File: src/rtl/seq_det_pkg.sv
// Shared constants for the parametrised sequence detector: default sizes,
// named symbols and the reset pattern 01 -> 10 -> 11.
package seq_det_pkg;

    localparam int SYM_W_DEF   = 2;
    localparam int MAX_LEN_DEF = 8;
    localparam int LEN_W       = $clog2(MAX_LEN_DEF + 1);

    localparam logic [SYM_W_DEF-1:0] S_01 = 2'b01;
    localparam logic [SYM_W_DEF-1:0] S_10 = 2'b10;
    localparam logic [SYM_W_DEF-1:0] S_11 = 2'b11;

    // Symbol 0 sits in the LSBs, so the first expected symbol is rightmost.
    localparam logic [MAX_LEN_DEF*SYM_W_DEF-1:0] PATTERN_01_10_11 =
        {{((MAX_LEN_DEF - 3) * SYM_W_DEF){1'b0}}, S_11, S_10, S_01};

endpackage

File: src/rtl/seq_history.sv
// Symbol history shift register (slot 0 newest) with a fill counter that
// saturates at MAX_LEN; next-state values are exposed for the comparator.
module seq_history #(
    parameter int SYM_W   = 2,
    parameter int MAX_LEN = 8,
    parameter int LEN_W   = $clog2(MAX_LEN + 1)
) (
    input  logic                     clk,
    input  logic                     reset,
    input  logic                     shift,
    input  logic                     clear,
    input  logic [SYM_W-1:0]         num,
    output logic [MAX_LEN*SYM_W-1:0] hist_n,
    output logic [LEN_W-1:0]         fill_n
);

    logic [MAX_LEN*SYM_W-1:0] hist_reg;
    logic [LEN_W-1:0]         fill_reg;

    genvar gi;
    generate
        for (gi = 0; gi < MAX_LEN; gi++) begin : g_shift
            if (gi == 0) begin : g_head
                assign hist_n[0 +: SYM_W] = num;
            end else begin : g_body
                assign hist_n[gi*SYM_W +: SYM_W] = hist_reg[(gi-1)*SYM_W +: SYM_W];
            end
        end
    endgenerate

    assign fill_n = (fill_reg == LEN_W'(MAX_LEN)) ? fill_reg : fill_reg + 1'b1;

    // clear wins over the fill increment but never blocks the history shift.
    always_ff @(posedge clk or posedge reset) begin
        if (reset) begin
            hist_reg <= '0;
            fill_reg <= '0;
        end else begin
            if (shift) begin
                hist_reg <= hist_n;
            end
            if (clear) begin
                fill_reg <= '0;
            end else if (shift) begin
                fill_reg <= fill_n;
            end
        end
    end

endmodule

File: src/rtl/seq_detector_param.sv
// Programmable sequence detector: pulses ans one cycle after the last len
// accepted symbols equal the loaded pattern, and counts matches (saturating).
module seq_detector_param
    import seq_det_pkg::*;
#(
    parameter int                                SYM_W       = SYM_W_DEF,
    parameter int                                MAX_LEN     = MAX_LEN_DEF,
    parameter int                                CNT_W       = 8,
    parameter int                                DEF_LEN     = 3,
    parameter logic [MAX_LEN*SYM_W-1:0]          DEF_PATTERN = PATTERN_01_10_11,
    parameter logic                              DEF_OVERLAP = 1'b1
) (
    input  logic                              clk,
    input  logic                              reset,
    input  logic                              in_valid,
    input  logic [SYM_W-1:0]                  num,
    input  logic                              cfg_load,
    input  logic [MAX_LEN*SYM_W-1:0]          cfg_pattern,
    input  logic [$clog2(MAX_LEN+1)-1:0]      cfg_len,
    input  logic                              cfg_overlap,
    output logic                              ans,
    output logic [CNT_W-1:0]                  match_cnt
);

    localparam int LEN_BITS = $clog2(MAX_LEN + 1);

    logic [MAX_LEN*SYM_W-1:0] pattern_reg;
    logic [LEN_BITS-1:0]      len_reg;
    logic                     overlap_reg;
    logic                     ans_reg;
    logic [CNT_W-1:0]         cnt_reg;

    logic [MAX_LEN*SYM_W-1:0] hist_n;
    logic [LEN_BITS-1:0]      fill_n;
    logic                     accept;
    logic                     seq_equal;
    logic                     match;
    logic [SYM_W-1:0]         sel_sym;

    assign accept = in_valid & ~cfg_load;

    seq_history #(
        .SYM_W   (SYM_W),
        .MAX_LEN (MAX_LEN),
        .LEN_W   (LEN_BITS)
    ) u_history (
        .clk    (clk),
        .reset  (reset),
        .shift  (accept),
        .clear  (cfg_load | (match & ~overlap_reg)),
        .num    (num),
        .hist_n (hist_n),
        .fill_n (fill_n)
    );

    // Pattern symbol i must sit at history slot len-1-i (oldest first).
    always_comb begin
        seq_equal = 1'b1;
        sel_sym   = '0;
        for (int i = 0; i < MAX_LEN; i++) begin
            sel_sym = '0;
            for (int j = 0; j < MAX_LEN; j++) begin
                if (j == int'(len_reg) - 1 - i) begin
                    sel_sym = hist_n[j*SYM_W +: SYM_W];
                end
            end
            if (i < int'(len_reg) && sel_sym != pattern_reg[i*SYM_W +: SYM_W]) begin
                seq_equal = 1'b0;
            end
        end
    end

    assign match = accept && (len_reg != '0) && (fill_n >= len_reg) && seq_equal;

    always_ff @(posedge clk or posedge reset) begin
        if (reset) begin
            pattern_reg <= DEF_PATTERN;
            len_reg     <= LEN_BITS'(DEF_LEN);
            overlap_reg <= DEF_OVERLAP;
            ans_reg     <= 1'b0;
            cnt_reg     <= '0;
        end else if (cfg_load) begin
            pattern_reg <= cfg_pattern;
            len_reg     <= (cfg_len > LEN_BITS'(MAX_LEN)) ? LEN_BITS'(MAX_LEN) : cfg_len;
            overlap_reg <= cfg_overlap;
            ans_reg     <= 1'b0;
            cnt_reg     <= '0;
        end else begin
            ans_reg <= match;
            if (match && cnt_reg != '1) begin
                cnt_reg <= cnt_reg + 1'b1;
            end
        end
    end

    assign ans       = ans_reg;
    assign match_cnt = cnt_reg;

endmodule

File: config.mk
export PLATFORM = sky130hd
export DESIGN_NAME = seq_detector_param
export DESIGN_NICKNAME = d
export VERILOG_FILES = /design/src/rtl/seq_det_pkg.sv /design/src/rtl/seq_history.sv /design/src/rtl/seq_detector_param.sv
export SDC_FILE = /design/constraint.sdc
export NUM_CORES = 1
export LEC_CHECK = 0
export CORE_ASPECT_RATIO = 0.7
export CORE_MARGIN = 2
export CORE_UTILIZATION = 50
export CTS_BUF_LIST = sky130_fd_sc_hd__clkbuf_8 sky130_fd_sc_hd__clkbuf_16
export DETAILED_ROUTE_END_ITERATION = 7
export DONT_BUFFER_PORTS = 1
export GPL_TIMING_DRIVEN = 0
export MAX_ROUTING_LAYER = met4
export SETUP_SLACK_MARGIN = 0.15
export SKIP_LAST_GASP = 1
export SLEW_MARGIN = 20
export SYNTH_ARGS = -nofsm -noshare
export SYNTH_HDL_FRONTEND = slang
export SYNTH_HIERARCHICAL = 1
export SYNTH_SLANG_ARGS = --single-unit
File: constraint.sdc
create_clock -name clk -period 5.6 [get_ports clk]
set_clock_uncertainty 0.1 [all_clocks]
set_input_delay 0.56 -clock clk [delete_from_list [all_inputs] [get_ports clk]]
set_output_delay 0.56 -clock clk [all_outputs]
set_load 0.1 [all_outputs]
Word-level counts from Yosys, hierarchy flattened

Index checks and enable logic that the tools add are counted.

Flip-flop bits (word level): 48
Logic and storage cells: 200
Input port bits: 27
Output and inout bits: 9

Equal/unequal tests: 66
$lt $le $gt $ge: 10
Bitwise operators: 5
Multiplexer cells: 79
Add/subtract/negate cells: 10
Reductions and logical operators: 23

Operator list:

| cell                | count |
|---|---|
| $eq 4x32->1 const A | 24 |
| $eq 3x32->1 const A | 12 |
| $logic_not 32->1    | 8 |
| $eq 2x32->1 const A | 6 |
| $mux 2              | 64 |
| $eq 4x6->1 const A  | 4 |
| $sub 5x4->6 const B | 4 |
| $eq 4x5->1 const A  | 4 |
| $lt 3x4->1 const A  | 4 |
| $mux 4              | 4 |
| $mux 8              | 2 |
| $ne 2x2->1          | 8 |
| $eq 3x6->1 const A  | 2 |
| $logic_and 1x1->1   | 12 |
| $sub 5x3->6 const B | 2 |
| $eq 3x5->1 const A  | 2 |
| $mux 1              | 9 |
| $add 8x1->8 const B | 1 |
| $lt 1x4->1 const A  | 2 |
| $lt 2x4->1 const A  | 2 |
| $ne 8x8->1 const B  | 1 |
| $eq 2x6->1 const A  | 1 |
| $sub 5x2->6 const B | 1 |
| $eq 2x5->1 const A  | 1 |
| 10 further kinds    | 13 |

Depth between registers and ports, before layout

Gate-level depths: netlist of run 1.

Depth after elaboration: 24
Depth in mapped cells: 18
Depth with buffers taken out: 15

Hierarchy

Netlist of run 1, hierarchy kept.

By module, submodules not included:

| module             | sequential area each (µm²) | instances | cells each | area each (µm²) |
|---|---|---|---|---|
| seq_detector_param | 759.5                      | 1         | 537        | 4209.0 |
| seq_history        | 450.4                      | 1         | 60         | 803.3 |

Least setup slack after synthesis of run 1

No wires, ideal clock.

Path type: register -> register
Start point: reg len_reg[1]
End point: reg cnt_reg[0], in the netlist match_cnt[0]
Data arrival time: 4.408 ns
Path slack: 0.964 ns
Data required time: 5.372 ns
Cell stages (with the launch flop): 18
Cells stage by stage: dfstp_2 -> buf_2 -> buf_2 -> inv_1 -> ha_1 -> xnor2_2 -> inv_1 -> ha_1 -> buf_1 -> nor4_1 -> o21ai_0 -> a2111o_1 -> a31oi_1 -> mux2i_1 -> nor2_1 -> o41ai_4 -> and4_4 -> mux2_1

Longest elaborated chain between the ends: 23
Elaborated cells between the ends (all ways): 175

RTL lines:

| item                                            | line                                               | RTL |
|---|---|---|
| start, declared                                 | seq_detector_param.sv:28                           | `logic [LEN_BITS-1:0] len_reg;` |
| start signal, assigned                          | seq_detector_param.sv:78                           | `len_reg <= LEN_BITS'(DEF_LEN);` |
| start signal, assigned                          | seq_detector_param.sv:84                           | `len_reg <= (cfg_len > LEN_BITS'(MAX_LEN)) ? LEN_BITS'(MAX_LEN) : cfg_len;` |
| $sub 4x1->5                                     | seq_detector_param.sv:63                           | `if (j == int'(len_reg) - 1 - i) begin` |
| $sub 5x2->6 or $logic_not 32->1 (tied branches) | seq_detector_param.sv:63                           |  |
| $logic_not 32->1 or $mux 2 (tied branches)      | seq_detector_param.sv:63                           |  |
| $mux 2 (7 in series)                            | seq_detector_param.sv:63                           |  |
| $mux 2 or $ne 2x2->1 (tied branches)            | seq_detector_param.sv:63, seq_detector_param.sv:67 |  |
| $ne 2x2->1 or $logic_and 1x1->1 (tied branches) | seq_detector_param.sv:67                           | `if (i < int'(len_reg) && sel_sym != pattern_reg[i*SYM_W +: SYM_W]) begin` |
| $logic_and 1x1->1 or $mux 1 (tied branches)     | seq_detector_param.sv:67                           |  |
| $mux 1 (7 in series)                            | seq_detector_param.sv:67                           |  |
| $logic_and 1x1->1 (*)                           | seq_detector_param.sv:73                           | `assign match = accept && (len_reg != '0) && (fill_n >= len_reg) && seq_equal;` |
| $logic_and 1x1->1 (*)                           | seq_detector_param.sv:90                           | `if (match && cnt_reg != '1) begin` |
| $reduce_bool 2->1 (no source line) (*)          | --                                                 |  |
| end signal, assigned                            | seq_detector_param.sv:91                           | `cnt_reg <= cnt_reg + 1'b1;` |
| end, declared                                   | seq_detector_param.sv:31                           | `logic [CNT_W-1:0] cnt_reg;` |

Mark *: on every way between the ends. The rest lies on a longest branch, timed or not.
A chain may end at the register's enable or synchronous reset.

Worst setup path in the final report of run 1

Same ends and word-level chain as after synthesis.

==> key figures, run 1 <==
Outcome
  – Status: finished, final reports clean

GRT
  – Initial antenna violation count: 0
  – GRT overflow: 0
  – Largest net degree at the start of global routing: 31
  – Global-route wire length before repair: 26.7 mm
  – Number of global-route vias before repair: ~4700
  – GRT Util Overall: 34.1%

Cells and area
  – Share of layout cells above drive strength 1: around 18%
  – Util after Layout: 55.4%
  – N_diodes: 0
  – Multi-input gate area: 3500 µm²
  – Non-filler cells, final: approximately 740
  – Area growth, synth to finish: 7.36%
  – Post-Layout Inst Area: ~5400 µm²
  – Reg area: 1210 µm²
  – Fill cells: 895
  – Largest register FFs: 16
  – Fin nets: 655

Synth
  – Synthesized cell area: 5010 µm²
  – Syn_nets: ~640
  – Top FF cell, synth: dfrtp_1
  – Ys async rst share: 100%
  – Post-synth EDFFs: 0
  – Yosys top cell by area: dfrtp_1
  – Ys Warns: 6
  – Register area share after synthesis: 24.1%
  – Most used standard cell by instance count after synthesis: nand2_1
  – Top post-synthesis cells by area: dfrtp_1 (20%), mux2_2 (7.2%), ha_1 (5.0%)
  – Synthesized flop and latch total: 48
  – Top-area cell type share of the netlist area: between 20% and 30%
  – Syn Area/Cell: roughly 8.4 µm²
  – Post-Synthesis Cells: 597
  – Post-synth cell types: 95
  – Commonest cells in the netlist: nand2_1 (49), dfrtp_1 (41), a21oi_1 (38), nor2_1 (36), mux2_2 (32)

Timing
  – Crit path time final: 5.23 ns
  – Final setup viols: 0
  – Final worst setup slack: 0.369 ns
  – FMAX: 191 MHz
  – Worst Tran Pin Value: 1.11 ns
  – Hold slack final: approximately 0.15 ns
  – RSZ-0062 raised after global routing: no
  – Final count of hold timing violations: 0
  – Slew headroom: 25.0%
  – Fin crit share: 93.4%
  – Fin. max-slew vios: 0

Place
  – Routability cong.: 0.980
  – PortBufs: 0
  – Pre-CTS worst setup slack: -0.304 ns
  – Post-place instance area: roughly 5200 µm²
  – HPWL Detailed: 13.3 mm
  – Cell count after placement: 725

Die
  – Rows: 30
  – DIE AREA: between 10000 and 15000 µm²
  – Die height: 87.8 µm
  – Initial Util: 51.6%
  – Chip width: between 100 and 150 µm
  – Core Area: between 9000 and 10000 µm²
  – IO Pins: 36

Worst setup path
  – Worst Setup Start Kind: flop
  – Crit-path most repeated cell: buf_2
  – R2R Setup Slk: 0.37 ns
  – Critical path cell sequence: buf_2 -> buf_2 -> clkinvlp_4 -> ha_2 -> inv_1 -> ha_1 -> nand2b_1 -> a2111o_1 -> a22o_1 -> a21o_1 -> a21oi_1 -> nand4_1 -> o41ai_4 -> buf_4 -> and4_4 -> mux2_1
  – WS Path Type: flop to flop
  – CP endpoint kind: flop
  – CP max stage delay: approximately 0.6 ns
  – Required @ worst endpoint: 5.67 ns
  – Crit Path Max Fanout: 10
  – Worst path slowest cell: dfstp_2
  – Data arrival time of the worst path: 5.30 ns

Clocking
  – Clk Latency, worst-skew pair: about 0.30 ns
  – Longest Clk Path Bufs: 2
  – H-tree levels: 2
  – Inserted Clock Buffers: 5
  – CTS tree: yes
  – Clk root buf: clkbuf_16
  – Reg clk slew, reported paths: 0.07 ns
  – Clock sink total: 48

Min path
  – Worst hold path class: input pin to asynchronous set/reset pin

Routing
  – Total number of vias: 4975
  – Routed len/inst: 23.6 µm
  – DR pass1 iterations: 5
  – # DRC: 0
  – Remaining antenna violation count: 0
  – Vias/cell: 6.75
  – DRT Wirelength: about 17 mm
  – 1st-iter DRT viols: 508

Power and ir drop
  – Leak: 2.22 nW
  – Power Density: approximately 280 nW/µm²
  – Peak supply drop: 0.144 mV

Flow run
  – Max cap viols: 0
-- path summary, 6_finish.rpt --
| path | startpoint | end | depth (start not counted) |
|---|---|---|---|
| max reg2reg | len_reg[1] | match_cnt[0] | 16 |
| max in group asynchronous | reset | u_history/hist_reg[0] | 1 |
| min | reset | pattern_reg[7] | 1 |
| max | len_reg[1] | match_cnt[0] | 16 |
| min in group clk | cfg_len[3] | len_reg[1] | 1 |
| min reg2reg | pattern_reg[15] | pattern_reg[15] | 1 |
-- layout make-up --
class	count	share of cell area [%]
Inverter	23	1.67
Sequential cell	48	22.5
Timing Repair Buffer	4	0.558
Clock buffer	6	2.58
Clock inverter	2	0.233
Buffer	41	4.53
Multi-Input combinational cell	485	65.0
Tap cell	128	2.98
-- layer usage --
layer | wire [µm] | global-route usage (%) | vias up | share of wire [%]
met3 | 1690 | 7.55 | 45 | 9.7
met5 | 0 | - | - | 0
met1 | 8210 | 50.2 | 2392 | 47
li1 | - | - | 2269 | -
met2 | 7030 | 45.7 | 269 | 40
met4 | 473 | 10.6 | 0 | 2.7
-- placed cells by master (no fill, tap or decap), types with 12 or more instances in the layout --
cell / netlist / routed
nand2b_1: 15 / 15
ha_1: 20 / 18
nor2b_1: 18 / 18
mux2_2: 32 / 32
dfrtp_1: 41 / 41
buf_2: 18 / 18
a31oi_1: 12 / 12
nor2_1: 36 / 36
nand2_1: 49 / 49
nor3_1: 12 / 12
a21oi_1: 38 / 38
o21ai_0: 21 / 20
inv_1: 21 / 20
nand3_1: 22 / 22
-- through the flow --
step / power (mW) / TNS, ns
floorplan: 0.950 / 0
global placement: 1.15 / -0.870
detailed placement: 1.16 / -1.16
CTS: 1.49 / 0
global route: 1.59 / 0
finish: 1.51 / 0
-- worst max-delay path: cells and delay by family, from the launching register on --
kind	cells	cell delay, ns
AO/OA/AOI/OAI	5	1.49
adder cells (fa/ha/maj)	2	0.75
buffers and inverters	5	1.06
flip-flops	1	0.59
multiplexers	1	0.32
AND/OR/NAND/NOR	3	0.77
-- power breakdown --
group	leakage (nW)	switching (mW)	total [mW]	internal, mW
clock network	0.0783	0.143	0.320	0.178
registers	0.587	0.127	0.529	0.403
logic	1.55	0.398	0.665	0.267
total	2.22	0.667	1.51	0.847
-- what timing repair did --
| action | CTS | global route |
|---|---|---|
| resized for setup | 3 | 4 |
| hold buffers | 0 | 0 |
| pin swaps | 1 | 2 |
| setup endpoints to repair | 10 | 13 |
| setup buffers | 0 | 4 |
-- cells by family (layout without fill, tap and decap cells) --
kind of cell             count (synthesis)  count (layout)  synth area share [%]
AND/OR/NAND/NOR                        235             235                  26.6
AO/OA/AOI/OAI                          175             175                  25.7
buffers and inverters                   64              76                  6.59
multiplexers                            48              48                  10.6
flip-flops                              48              48                  24.1
adder cells (fa/ha/maj)                 20              20                  4.99
XOR/XNOR                                 7               7                  1.37
Power figures use the tool's default switching activity.
==> run 2, diff against run 1 <==
Settings changed: SLEW_MARGIN 20 to 40.
==> key figures, run 2 (synthesis gave the netlist of run 1 again) <==
Outcome
  – Status: finished, final reports clean

Timing
  – Final worst setup slack: 0.440 ns (+0.0715 ns)
  – Fin crit share: 92.1% (-1.3 points)
  – Slew headroom: 41.5% (+16 points)
  – RSZ-0062 raised after global routing: no
  – Final setup viols: 0 (unchanged)
  – Crit path time final: 5.16 ns (-0.0715 ns)
  – FMAX: 194 MHz (+1.4%)
  – Worst Tran Pin Value: 0.876 ns (-0.233 ns)
  – Hold slack final: 0.0575 ns (-0.0941 ns)
  – Fin. max-slew vios: 0 (unchanged)
  – Final count of hold timing violations: 0 (unchanged)
  – TNS Setup: 0 ns (unchanged)

Clocking
  – Clock sink total: 48 (unchanged)
  – H-tree levels: 2 (unchanged)
  – Reg clk slew, reported paths: 0.08 ns (about the same)
  – Inserted Clock Buffers: 5 (unchanged)
  – Cts hold-fix bufs: 0 (unchanged)
  – Clk Latency, worst-skew pair: 0.30 ns (about the same)
  – CTS tree: yes
  – Longest Clk Path Bufs: 2 (unchanged)
  – Clk root buf: clkbuf_16

Worst setup path
  – Crit Path Max Fanout: 10 (unchanged)
  – Critical path cell sequence: buf_2 -> buf_2 -> clkinvlp_4 -> ha_2 -> xnor2_4 -> buf_4 -> ha_1 -> nand2b_1 -> a2111o_1 -> a22o_1 -> a21o_1 -> a21oi_1 -> nand4_1 -> o41ai_4 -> buf_4 -> nand4_2 -> o311a_1
  – Worst Setup Start Kind: flop
  – WP buf/inv: 5 (unchanged)
  – Worst path slowest cell: dfstp_2
  – CP top delay family: compound AO/OA/AOI/OAI gates
  – CP max stage delay: 0.60 ns (about the same)
  – WS Path Type: flop to flop
  – CP endpoint kind: flop
  – Required @ worst endpoint: 5.67 ns (about the same)
  – Data arrival time of the worst path: 5.23 ns (-0.07 ns)

Die
  – IO Pins: 36 (unchanged)
  – Initial Util: 51.6% (unchanged)
  – DIE AREA: 10900 µm² (unchanged)
  – Rows: 30 (unchanged)
  – Die height: 87.8 µm (unchanged)
  – Core Area: 9720 µm² (unchanged)
  – Chip width: 124 µm (unchanged)

Routing
  – # DRC: 0 (unchanged)
  – Routed len/inst: 23.7 µm (+0.36%)
  – 1st-iter DRT viols: 554 (+9.1%)
  – Remaining antenna violation count: 0 (unchanged)
  – DR pass1 iterations: 5 (unchanged)
  – Vias/cell: 6.80 (+0.72%)
  – Total number of vias: 5011 (+0.72%)
  – DRT Wirelength: 17.5 mm (+0.36%)

GRT
  – Number of global-route vias before repair: 4581 (-1.7%)
  – Largest net degree at the start of global routing: 31 (unchanged)
  – Global-route wire length before repair: 26.5 mm (-0.73%)
  – GRT overflow: 0 (unchanged)
  – GRT Util Overall: 34.1% (about the same)
  – Initial antenna violation count: 0 (unchanged)

Min path
  – Worst hold path class: input pin to asynchronous set/reset pin

Cells and area
  – N_diodes: 0 (unchanged)
  – Largest register FFs: 16 (unchanged)
  – Area growth, synth to finish: 7.89%
  – Leading cell types in the layout, fill and taps excluded: nand2_1 (49), a21oi_1 (38), nor2_1 (36)
  – Share of layout cells above drive strength 1: 19.7% (+1.6 points)
  – Util after Layout: 55.6% (+0.27 points)
  – Non-filler cells, final: 737 (unchanged)
  – Fin nets: 655 (unchanged)
  – Commonest non-fill, non-tap cell in the layout: nand2_1

Place
  – Pre-CTS worst setup slack: -0.303 ns (+0.00103 ns)
  – Routability cong.: 0.980 (unchanged)
  – HPWL Detailed: 13.3 mm (+0.27%)
  – PortBufs: 0 (unchanged)
  – Cell count after placement: 725 (unchanged)

Flow run
  – Max cap viols: 0 (unchanged)

Power and ir drop
  – Power Density: 282 nW/µm² (about the same)
  – Leak: 2.20 nW (-0.70%)
  – Peak supply drop: 0.120 mV (-16%)
[run 2: what timing repair did]
item | CTS | global route
gates resized for setup | 3 | 5
pin swaps | 1 | 2
gates cloned | 0 | 0
endpoints found under the setup margin | 10 | 13
setup buffers | 0 | 4
[run 2: worst register-to-register path: stages, from the launching register on]
cell and delay (ns):
dfstp_2 0.60, buf_2 0.23, buf_2 0.29, clkinvlp_4 0.19, ha_2 0.27, xnor2_4 0.16
buf_4 0.18, ha_1 0.31, nand2b_1 0.18, a2111o_1 0.48, a22o_1 0.27, a21o_1 0.16
a21oi_1 0.13, nand4_1 0.31, o41ai_4 0.42, buf_4 0.21, nand4_2 0.17, o311a_1 0.40
[run 2: path summary, 6_finish.rpt]
kind | start | to | slack (ns) | cells after the start
hold / removal | reset | u_history/hist_reg[1] | 0.06 | 1
max in group asynchronous | reset | match_cnt[1] | 4.87 | 1
hold reg to reg | pattern_reg[9] | pattern_reg[9] | 0.43 | 1
setup reg to reg | len_reg[1] | match_cnt[6] | 0.44 | 17
min in group clk | cfg_len[3] | len_reg[1] | 0.21 | 1
setup / recovery | len_reg[1] | match_cnt[6] | 0.44 | 17
[run 2: per-stage QoR]
stage | power, mW | area [µm²]
3_5_place_dp | 1.16 | 5190
5_1_grt | 1.59 | 5410
2_1_floorplan | 0.950 | 5010
6_report | 1.52 | 5410
4_1_cts | 1.49 | 5360
3_3_place_gp | 1.15 | 5170
[run 2: per-layer routing]
metal  share of wire (%)  track usage, %  up-vias
met4                 2.2            9.61        0
met3                 9.3            7.42       32
met1                  47            50.2     2459
li1                    -               -     2258
met2                  41            46.3      262
met5                   0               -        -
[run 2: power by group]
part | total [mW] | internal [mW] | switching [mW]
clock network | 0.328 | 0.179 | 0.149
registers | 0.531 | 0.403 | 0.128
logic | 0.665 | 0.267 | 0.397
[run 2: cell type report]
type,instances,area [µm²]
plain buffers,41,244
clock buffers,6,139
clock inverters,2,13.8
flip-flops and latches,48,1220
well taps,128,160
fillers,892,4310
repair buffers,4,30.0
multi-input cells,485,3510
inverters,23,91.3
